===== src/rtl/gmux_ctrl_pkg.sv =====
// Shared types and sizing helpers for the GMUX IS0 select controller.
package gmux_ctrl_pkg;

  typedef enum logic {
    IDLE   = 1'b0,
    SETTLE = 1'b1
  } state_t;

  localparam int MAX_GMUX = 16;

  // Register width needed to hold values 0..n-1, never narrower than one bit.
  function automatic int w_of(input int n);
    return (n <= 2) ? 1 : $clog2(n);
  endfunction

endpackage


===== src/rtl/gmux_rr_pick.sv =====
// Round-robin picker: first pending channel strictly after ptr, wrapping.
// Latency 0 (pure combinational); no backpressure, the caller decides when to consume.
module gmux_rr_pick
  import gmux_ctrl_pkg::*;
#(
  parameter int NUM_GMUX = 5,
  localparam int PW = w_of(NUM_GMUX)
) (
  input  logic [NUM_GMUX-1:0] pending,
  input  logic [PW-1:0]       ptr,
  output logic                valid,
  output logic [PW-1:0]       pick
);

  logic [PW-1:0] idx;

  // Scan farthest-first so the nearest pending channel after ptr is the last writer.
  always_comb begin
    valid = 1'b0;
    pick  = '0;
    idx   = '0;
    for (int k = NUM_GMUX; k >= 1; k--) begin
      idx = PW'((int'(ptr) + k) % NUM_GMUX);
      if (pending[idx]) begin
        valid = 1'b1;
        pick  = idx;
      end
    end
  end

endmodule


===== src/rtl/gmux_sel_ctrl.sv =====
// GMUX IS0 scheduler: one round-robin grant per IDLE edge, 1-cycle request latency, then a settle window.
// No backpressure on EN_REQ (level-sensitive); optional per-channel LOCK under GMUX_CTRL_LOCK_EN.
module gmux_sel_ctrl
  import gmux_ctrl_pkg::*;
#(
  parameter int                  NUM_GMUX      = 5,
  parameter int                  SETTLE_CYCLES = 4,
  parameter logic [NUM_GMUX-1:0] RESET_MASK    = '0
) (
  input  logic                CLK,
  input  logic                RST_N,
`ifdef GMUX_CTRL_LOCK_EN
  input  logic [NUM_GMUX-1:0] LOCK,
`endif
  input  logic [NUM_GMUX-1:0] EN_REQ,
  output logic [NUM_GMUX-1:0] IS0,
  output logic [NUM_GMUX-1:0] ACK,
  output logic                BUSY
);

  localparam int CW = w_of(SETTLE_CYCLES + 1);
  localparam int PW = w_of(NUM_GMUX);
  localparam logic [CW-1:0] CNT_LOAD = CW'((SETTLE_CYCLES > 0) ? SETTLE_CYCLES - 1 : 0);

  state_t              state;
  logic [CW-1:0]       cnt;
  logic [PW-1:0]       ptr;
  logic [NUM_GMUX-1:0] pending;
  logic                pick_vld;
  logic [PW-1:0]       pick_idx;

`ifdef GMUX_CTRL_LOCK_EN
  assign pending = (EN_REQ ^ IS0) & ~LOCK;
`else
  assign pending = EN_REQ ^ IS0;
`endif

  gmux_rr_pick #(
    .NUM_GMUX (NUM_GMUX)
  ) u_rr_pick (
    .pending (pending),
    .ptr     (ptr),
    .valid   (pick_vld),
    .pick    (pick_idx)
  );

  // Pending is only acted on in IDLE, so requests that come and go during SETTLE are ignored.
  always_ff @(posedge CLK or negedge RST_N) begin
    if (!RST_N) begin
      state <= IDLE;
      cnt   <= '0;
      ptr   <= PW'(NUM_GMUX - 1);
      IS0   <= RESET_MASK;
      ACK   <= '0;
    end else begin
      ACK <= '0;
      case (state)
        IDLE: begin
          if (pick_vld) begin
            IS0[pick_idx] <= ~IS0[pick_idx];
            ACK[pick_idx] <= 1'b1;
            ptr           <= pick_idx;
            if (SETTLE_CYCLES > 0) begin
              cnt   <= CNT_LOAD;
              state <= SETTLE;
            end
          end
        end
        SETTLE: begin
          if (cnt == '0) begin
            state <= IDLE;
          end else begin
            cnt <= cnt - CW'(1);
          end
        end
        default: state <= IDLE;
      endcase
    end
  end

  assign BUSY = (state == SETTLE);

endmodule

===== config.mk =====
export PLATFORM = sky130hd
export DESIGN_NAME = gmux_sel_ctrl
export DESIGN_NICKNAME = d
export VERILOG_FILES = /design/src/rtl/gmux_ctrl_pkg.sv /design/src/rtl/gmux_rr_pick.sv /design/src/rtl/gmux_sel_ctrl.sv
export SDC_FILE = /design/constraint.sdc
export NUM_CORES = 1
export LEC_CHECK = 0
export CAP_MARGIN = 15
export CORE_MARGIN = 5
export CORE_UTILIZATION = 30
export DETAILED_ROUTE_END_ITERATION = 10
export MAX_ROUTING_LAYER = met4
export PLACE_DENSITY = 0.48
export SLEW_MARGIN = 20
export SYNTH_ARGS = -nofsm -noshare
export SYNTH_HDL_FRONTEND = slang
export SYNTH_SLANG_ARGS = --single-unit

===== constraint.sdc =====
create_clock -name CLK -period 7.45 [get_ports CLK]
set_input_delay 1.49 -clock CLK [delete_from_list [all_inputs] [get_ports CLK]]
set_output_delay 1.49 -clock CLK [all_outputs]
set_load 0.01 [all_outputs]

==> out/qor.yml, run 1 <==
status: "finished clean"
max_slew_margin_pct: 46.29
hold_viol: 0
rsz0062_at_grt: "no"
cts_hold_buffers: 0
layout-drive-gt1-share_pct: 14.29
wl_met3_um: 226
layout_min_cycle_time_ns: 5.893
hold_path_depth: 1
reg2reg_depth: 19
synthCells: 300
grt_pass1_wl_um: 11160
ys_warn_count: 0
finalCritPeriodShare_pct: 79.10
firstDrtPassIters: 4
fillers: 938
dr_total_vias: 2270
fin_skew_ns: 0.001235
syn-cell-area_um2: 2661
grt-ovfl-total: 0
gp_congestion: 0.8520
ys_types: 84
diodes: 0
cap_violations: 0
avgSynthCellArea_um2: 8.871
cp-end-kind: "flip-flop"
reg2reg_slack_ns: 1.56
grt_usage_pct: 12.33
drtIter0Drc: 99
die_y_um: 104.2
cts_tree: "built"
dieWidth_um: 104.2
clock_path_buffers: 2
start_util_pct: 30.67
drtAntennaViolNets: 0
fin_area_um2: 2988
regArea_um2: 426.7
routedWlPerCell_um: 15.94
post_dp_cell_area_um2: 2942
crit_type: "reg2reg"
max_freq_ghz: 0.1697
postRouteWirelength_um: 6742
critPathRequiredTime_ns: 7.62
dr_wl_met2_um: 3117
fp.coreArea_um2: 8678
synth_edf_count: 0
synthesis.nets: 337
antenna_found_initial: 0
area_growth_pct: 12.27
grt_max_degree: 22
drv_slew: 0
drc: 0
nets: 353
crit_fanout: 21
ios: 18
wl_met1_um: 3398
io_buffers: 17
clk_latency_ns: 0.25
multi_input_area_um2: 2117
synth_flop_cell: "dfrtp_1"
post_cts_resized: 0
start_kind: "flip-flop"
htree_levels: 1
grt_pass1_vias: 2211
synthArstFlopShare_pct: 100.0
setup-violations-final: 0
highest_layer: "met3"
hp-class: "reg2reg"
clock_sinks: 17
worst_slew_pin_slew_ns: 0.8057
clkTransAtPathRegs_ns: 0.07
cts_made_buffers: 3
hpwl_um: 5361
cts_setup_buffers: 0
design.die.area_um2: 10850
cp.arrival_ns: 6.07
root_buffer: "clkbuf_8"
tns_ns: 0
rows: 34
viasPerCell: 5.366
ys_seq_area_share_pct: 16.03
ys_ff_latch: 17
[critical path: stages, from the launching register on]
cell	delay [ns]
dfrtp_1	0.87
inv_1	0.54
ha_1	0.66
inv_1	0.23
ha_1	0.26
or2_2	0.31
o211ai_1	0.30
and2_1	0.23
inv_1	0.08
ha_1	0.23
nand2b_1	0.13
o2111ai_2	0.16
o211ai_4	0.17
mux2_1	0.36
a32oi_2	0.28
a2111oi_0	0.16
a211oi_1	0.34
nand3_1	0.19
nor2b_2	0.17
xor2_1	0.16
[layer usage]
layer,track usage [%],vias to the layer above
li1,-,1152
met1,17.01,1078
met5,-,-
met2,20.72,40
met3,1.490,0
met4,0,0
[layout make-up]
cell class	instances	area share (%)
Multi-Input combinational cell	255	70.85
Sequential cell	17	14.28
Timing Repair Buffer	19	6.198
Tap cell	108	4.523
Inverter	20	2.596
Clock buffer	3	1.382
Clock inverter	1	0.1675
[cells by family (layout without fill, tap and decap cells)]
logic type,after synthesis,count (layout),synth area share (%)
flip-flops,17,17,16.03
multiplexers,16,16,7.616
AND/OR/NAND/NOR,98,98,21.20
AO/OA/AOI/OAI,88,88,28.21
adder cells (fa/ha/maj),30,30,14.10
XOR/XNOR,23,23,8.416
buffers and inverters,28,43,4.419
[synth_stat cells (2+ instances only)]
| library cell | count | area, um^2 |
|---|---|---|
| ha_1 | 30 | 375.4 |
| inv_1 | 18 | 67.56 |
| nand2_1 | 18 | 67.56 |
| nor2_1 | 18 | 67.56 |
| dfrtp_1 | 16 | 400.4 |
| nand2b_1 | 13 | 81.33 |
| a21oi_1 | 11 | 55.05 |
| xor2_1 | 11 | 96.34 |
| mux2i_1 | 9 | 90.09 |
| xnor2_1 | 9 | 78.83 |
| a211oi_1 | 7 | 52.55 |
| and2_1 | 7 | 43.79 |
| nor3_1 | 7 | 35.03 |
| o21ai_0 | 6 | 30.03 |
| a21oi_2 | 5 | 43.79 |
| o211ai_1 | 5 | 37.54 |
| a31oi_1 | 4 | 25.02 |
| clkbuf_1 | 4 | 15.01 |
| nand3_1 | 4 | 20.02 |
| nand4_1 | 4 | 25.02 |
| a21boi_0 | 3 | 22.52 |
| mux2_2 | 3 | 33.78 |
| mux4_2 | 3 | 67.56 |
| nand3b_1 | 3 | 22.52 |
| nor2b_1 | 3 | 18.77 |
| nor3b_1 | 3 | 22.52 |
| o21ai_1 | 3 | 15.01 |
| o31ai_1 | 3 | 22.52 |
| xnor2_2 | 3 | 48.80 |
| a2111o_1 | 2 | 22.52 |
| a2111oi_0 | 2 | 17.52 |
| a211o_1 | 2 | 17.52 |
| a22oi_1 | 2 | 15.01 |
| and3_1 | 2 | 12.51 |
| and3b_1 | 2 | 17.52 |
| buf_2 | 2 | 10.01 |
| buf_4 | 2 | 15.01 |
| o21a_1 | 2 | 15.01 |
| o221ai_1 | 2 | 17.52 |
| or2_2 | 2 | 12.51 |
| or3_1 | 2 | 12.51 |
[per-stage QoR]
stage          hold WS (ns)  utilization, %  instances  setup slack, ns
2_1_floorplan        0.4574               -        300            2.294
3_3_place_gp         0.4799           33.90        419            1.743
3_5_place_dp         0.4859           33.90        419            1.577
4_1_cts              0.4975           34.43        423            1.526
5_1_grt              0.5074           34.43        423           0.9985
6_report             0.5001           34.43        423            1.557
[flip-flops by register name, indices dropped and copies added, names as in the netlist]
signal  count
ACK         5
BUSY        1
IS0         5
cnt         3
ptr         3
[cells in the final DEF, fill, tap and decap left out, drive strengths merged, types with 8 or more instances in the layout]
| cell type | synthesis | final |
|---|---|---|
| mux2i | 9 | 9 |
| ha | 30 | 30 |
| nand2b | 14 | 14 |
| nand2 | 18 | 18 |
| xnor2 | 12 | 12 |
| dfrtp | 16 | 16 |
| nor2 | 20 | 20 |
| clkdlybuf4s50 | 0 | 17 |
| a211oi | 8 | 8 |
| o21ai | 9 | 9 |
| inv | 20 | 20 |
| a21oi | 17 | 17 |
| xor2 | 11 | 11 |
[final timing paths]
path / startpoint / endpoint
setup / recovery: ptr[0] / IS0[0]
hold / removal: cnt[0] / cnt[0]
setup reg to reg: ptr[0] / IS0[0]
hold reg to reg: cnt[0] / cnt[0]
max in group asynchronous: RST_N / IS0[0]
min in group asynchronous: RST_N / IS0[3]
Power of run 1 is not shown: default switching activity piles up to over one toggle a cycle in this logic, so the estimate is an artifact.
==> run 2, diff against run 1 <==
- PLACE_DENSITY: 0.48 -> 0.5
- clock period: 7.45 -> 5.3 ns (I/O delays scaled with it)
==> run 2 against run 1 <==
Cell count grew 2.1%. Via count is 4.3% higher. Setup slack got worse by 1.0 ns. Die area stayed put. Global-route usage up 0.23 points. First-iteration DRC count grew 37%. Clock skew increased by 0.00088 ns.
==> out/qor.yml, run 2 (synthesized netlist as in run 1, its figures left out) <==
status: "finished clean"
layout_common_cells: "ha_1 (30), inv_1 (18), nor2_1 (18), nand2_1 (18), clkdlybuf4s50_1 (17)"
grt_pass1_wl_um: 11370
postRouteWirelength_um: 6698
slowest_delay_ns: 0.80
fin_skew_ns: 0.002117
cp.arrival_ns: 4.94
hpwl_um: 5284
start_kind: "flip-flop"
viasPerCell: 5.481
cap_violations: 0
diodes: 0
highest_layer: "met4"
finalCritPeriodShare_pct: 89.81
cp_slowest_cell: "dfstp_2"
fp.coreArea_um2: 8678
setup-violations-final: 0
whs_ns: 0.5040
io_buffers: 17
gp_congestion: 0.8564
rows: 34
cpLargestDelayFamily: "compound AO/OA/AOI/OAI gates"
mostFrequentLayoutCell: "ha_1"
ios: 18
reg2reg_slack_ns: 0.54
worst_slew_pin_slew_ns: 0.7228
rsz0062_at_grt: "no"
max_slew_margin_pct: 51.66
clk_latency_ns: 0.25
routedWlPerCell_um: 15.50
dr_wl_met2_um: 3055
cp-end-kind: "flip-flop"
reg_top3: "ACK: 5 flops, IS0: 5 flops"
design.die.area_um2: 10850
clock_path_buffers: 2
cts_hold_buffers: 0
dieWidth_um: 104.2
tns_ns: 0
grt_max_degree: 24
crit_chain: "inv_1 > ha_1 > o31ai_1 > xnor2_1 > ha_1 > nand2b_1 > a21oi_1 > mux2i_1 > nand2_1 > o211ai_1 > nor3_1 > a211oi_1 > a22o_2 > nor2b_2 > xor2_1"
cts_setup_buffers: 0
critPathBufInv: 1
start_util_pct: 30.67
fillers: 907
clock_sinks: 17
layout_min_cycle_time_ns: 4.760
hold_viol: 0
drtAntennaViolNets: 0
critPathRequiredTime_ns: 5.48
layout-drive-gt1-share_pct: 16.36
drv_slew: 0
root_buffer: "clkbuf_8"
max_freq_ghz: 0.2101
die_y_um: 104.2
grt_pass1_vias: 2322
cts_made_buffers: 3
crit_fanout: 16
crit_type: "reg2reg"
hp-class: "reg2reg"
final_util_pct: 35.19
cts_tree: "built"
wl_met1_um: 3306
post_cts_resized: 0
path_common_cell: "ha_1"
grt-ovfl-total: 0
dr_total_vias: 2368
antenna_found_initial: 0
area_growth_pct: 14.76
drc: 0
nets: 362
firstDrtPassIters: 4
htree_levels: 1
grt_usage_pct: 12.56
clkTransAtPathRegs_ns: 0.06
drtIter0Drc: 136
wl_met3_um: 252
## run 2: cell count changes in the layout (fill, tap and decap cells not counted), sizes merged
cell,delta
buf,+9
clkinv,-1
clkbuf,+1
## run 2: worst paths after layout
kind                        start     end  depth (start not counted)
min in group asynchronous   RST_N  ACK[2]                          1
max                        ptr[2]  IS0[0]                         15
max in group asynchronous   RST_N  IS0[4]                          1
max reg2reg                ptr[2]  IS0[0]                         15
min                        IS0[3]  IS0[3]                          1
min reg2reg                IS0[3]  IS0[3]                          1
## run 2: through the flow
| step | std cells | setup WS (ns) | cell area, um^2 |
|---|---|---|---|
| after floorplan | 300 | 0.1435 | 2661 |
| after global placement | 428 | 0.5824 | 3009 |
| after detailed placement | 428 | 0.5362 | 3009 |
| after CTS | 432 | 0.5138 | 3054 |
| after global routing | 432 | 0.02169 | 3054 |
| final | 432 | 0.5401 | 3054 |
## run 2: layout make-up
| class | count | area (um^2) | share of cell area (%) |
|---|---|---|---|
| Clock buffer | 4 | 45.04 | 1.475 |
| Inverter | 20 | 77.57 | 2.540 |
| Multi-Input combinational cell | 255 | 2117 | 69.32 |
| Sequential cell | 17 | 426.7 | 13.97 |
| Tap cell | 108 | 135.1 | 4.424 |
| Timing Repair Buffer | 28 | 252.7 | 8.275 |
## run 2: worst register-to-register path, cell delays in order, from the launching register on
cell and delay [ns]:
dfstp_2 0.80, inv_1 0.24, ha_1 0.42, o31ai_1 0.28
xnor2_1 0.19, ha_1 0.30, nand2b_1 0.08, a21oi_1 0.42
mux2i_1 0.39, nand2_1 0.12, o211ai_1 0.48, nor3_1 0.13
a211oi_1 0.22, a22o_2 0.26, nor2b_2 0.21, xor2_1 0.15
## run 2: per-layer routing
layer  track usage, %  vias up
met2            20.95       63
met3           0.8070       12
met1            16.87     1119
met5                -        -
met4            2.498        0
li1                 -     1174
Power of run 2 is left out for the same reason.
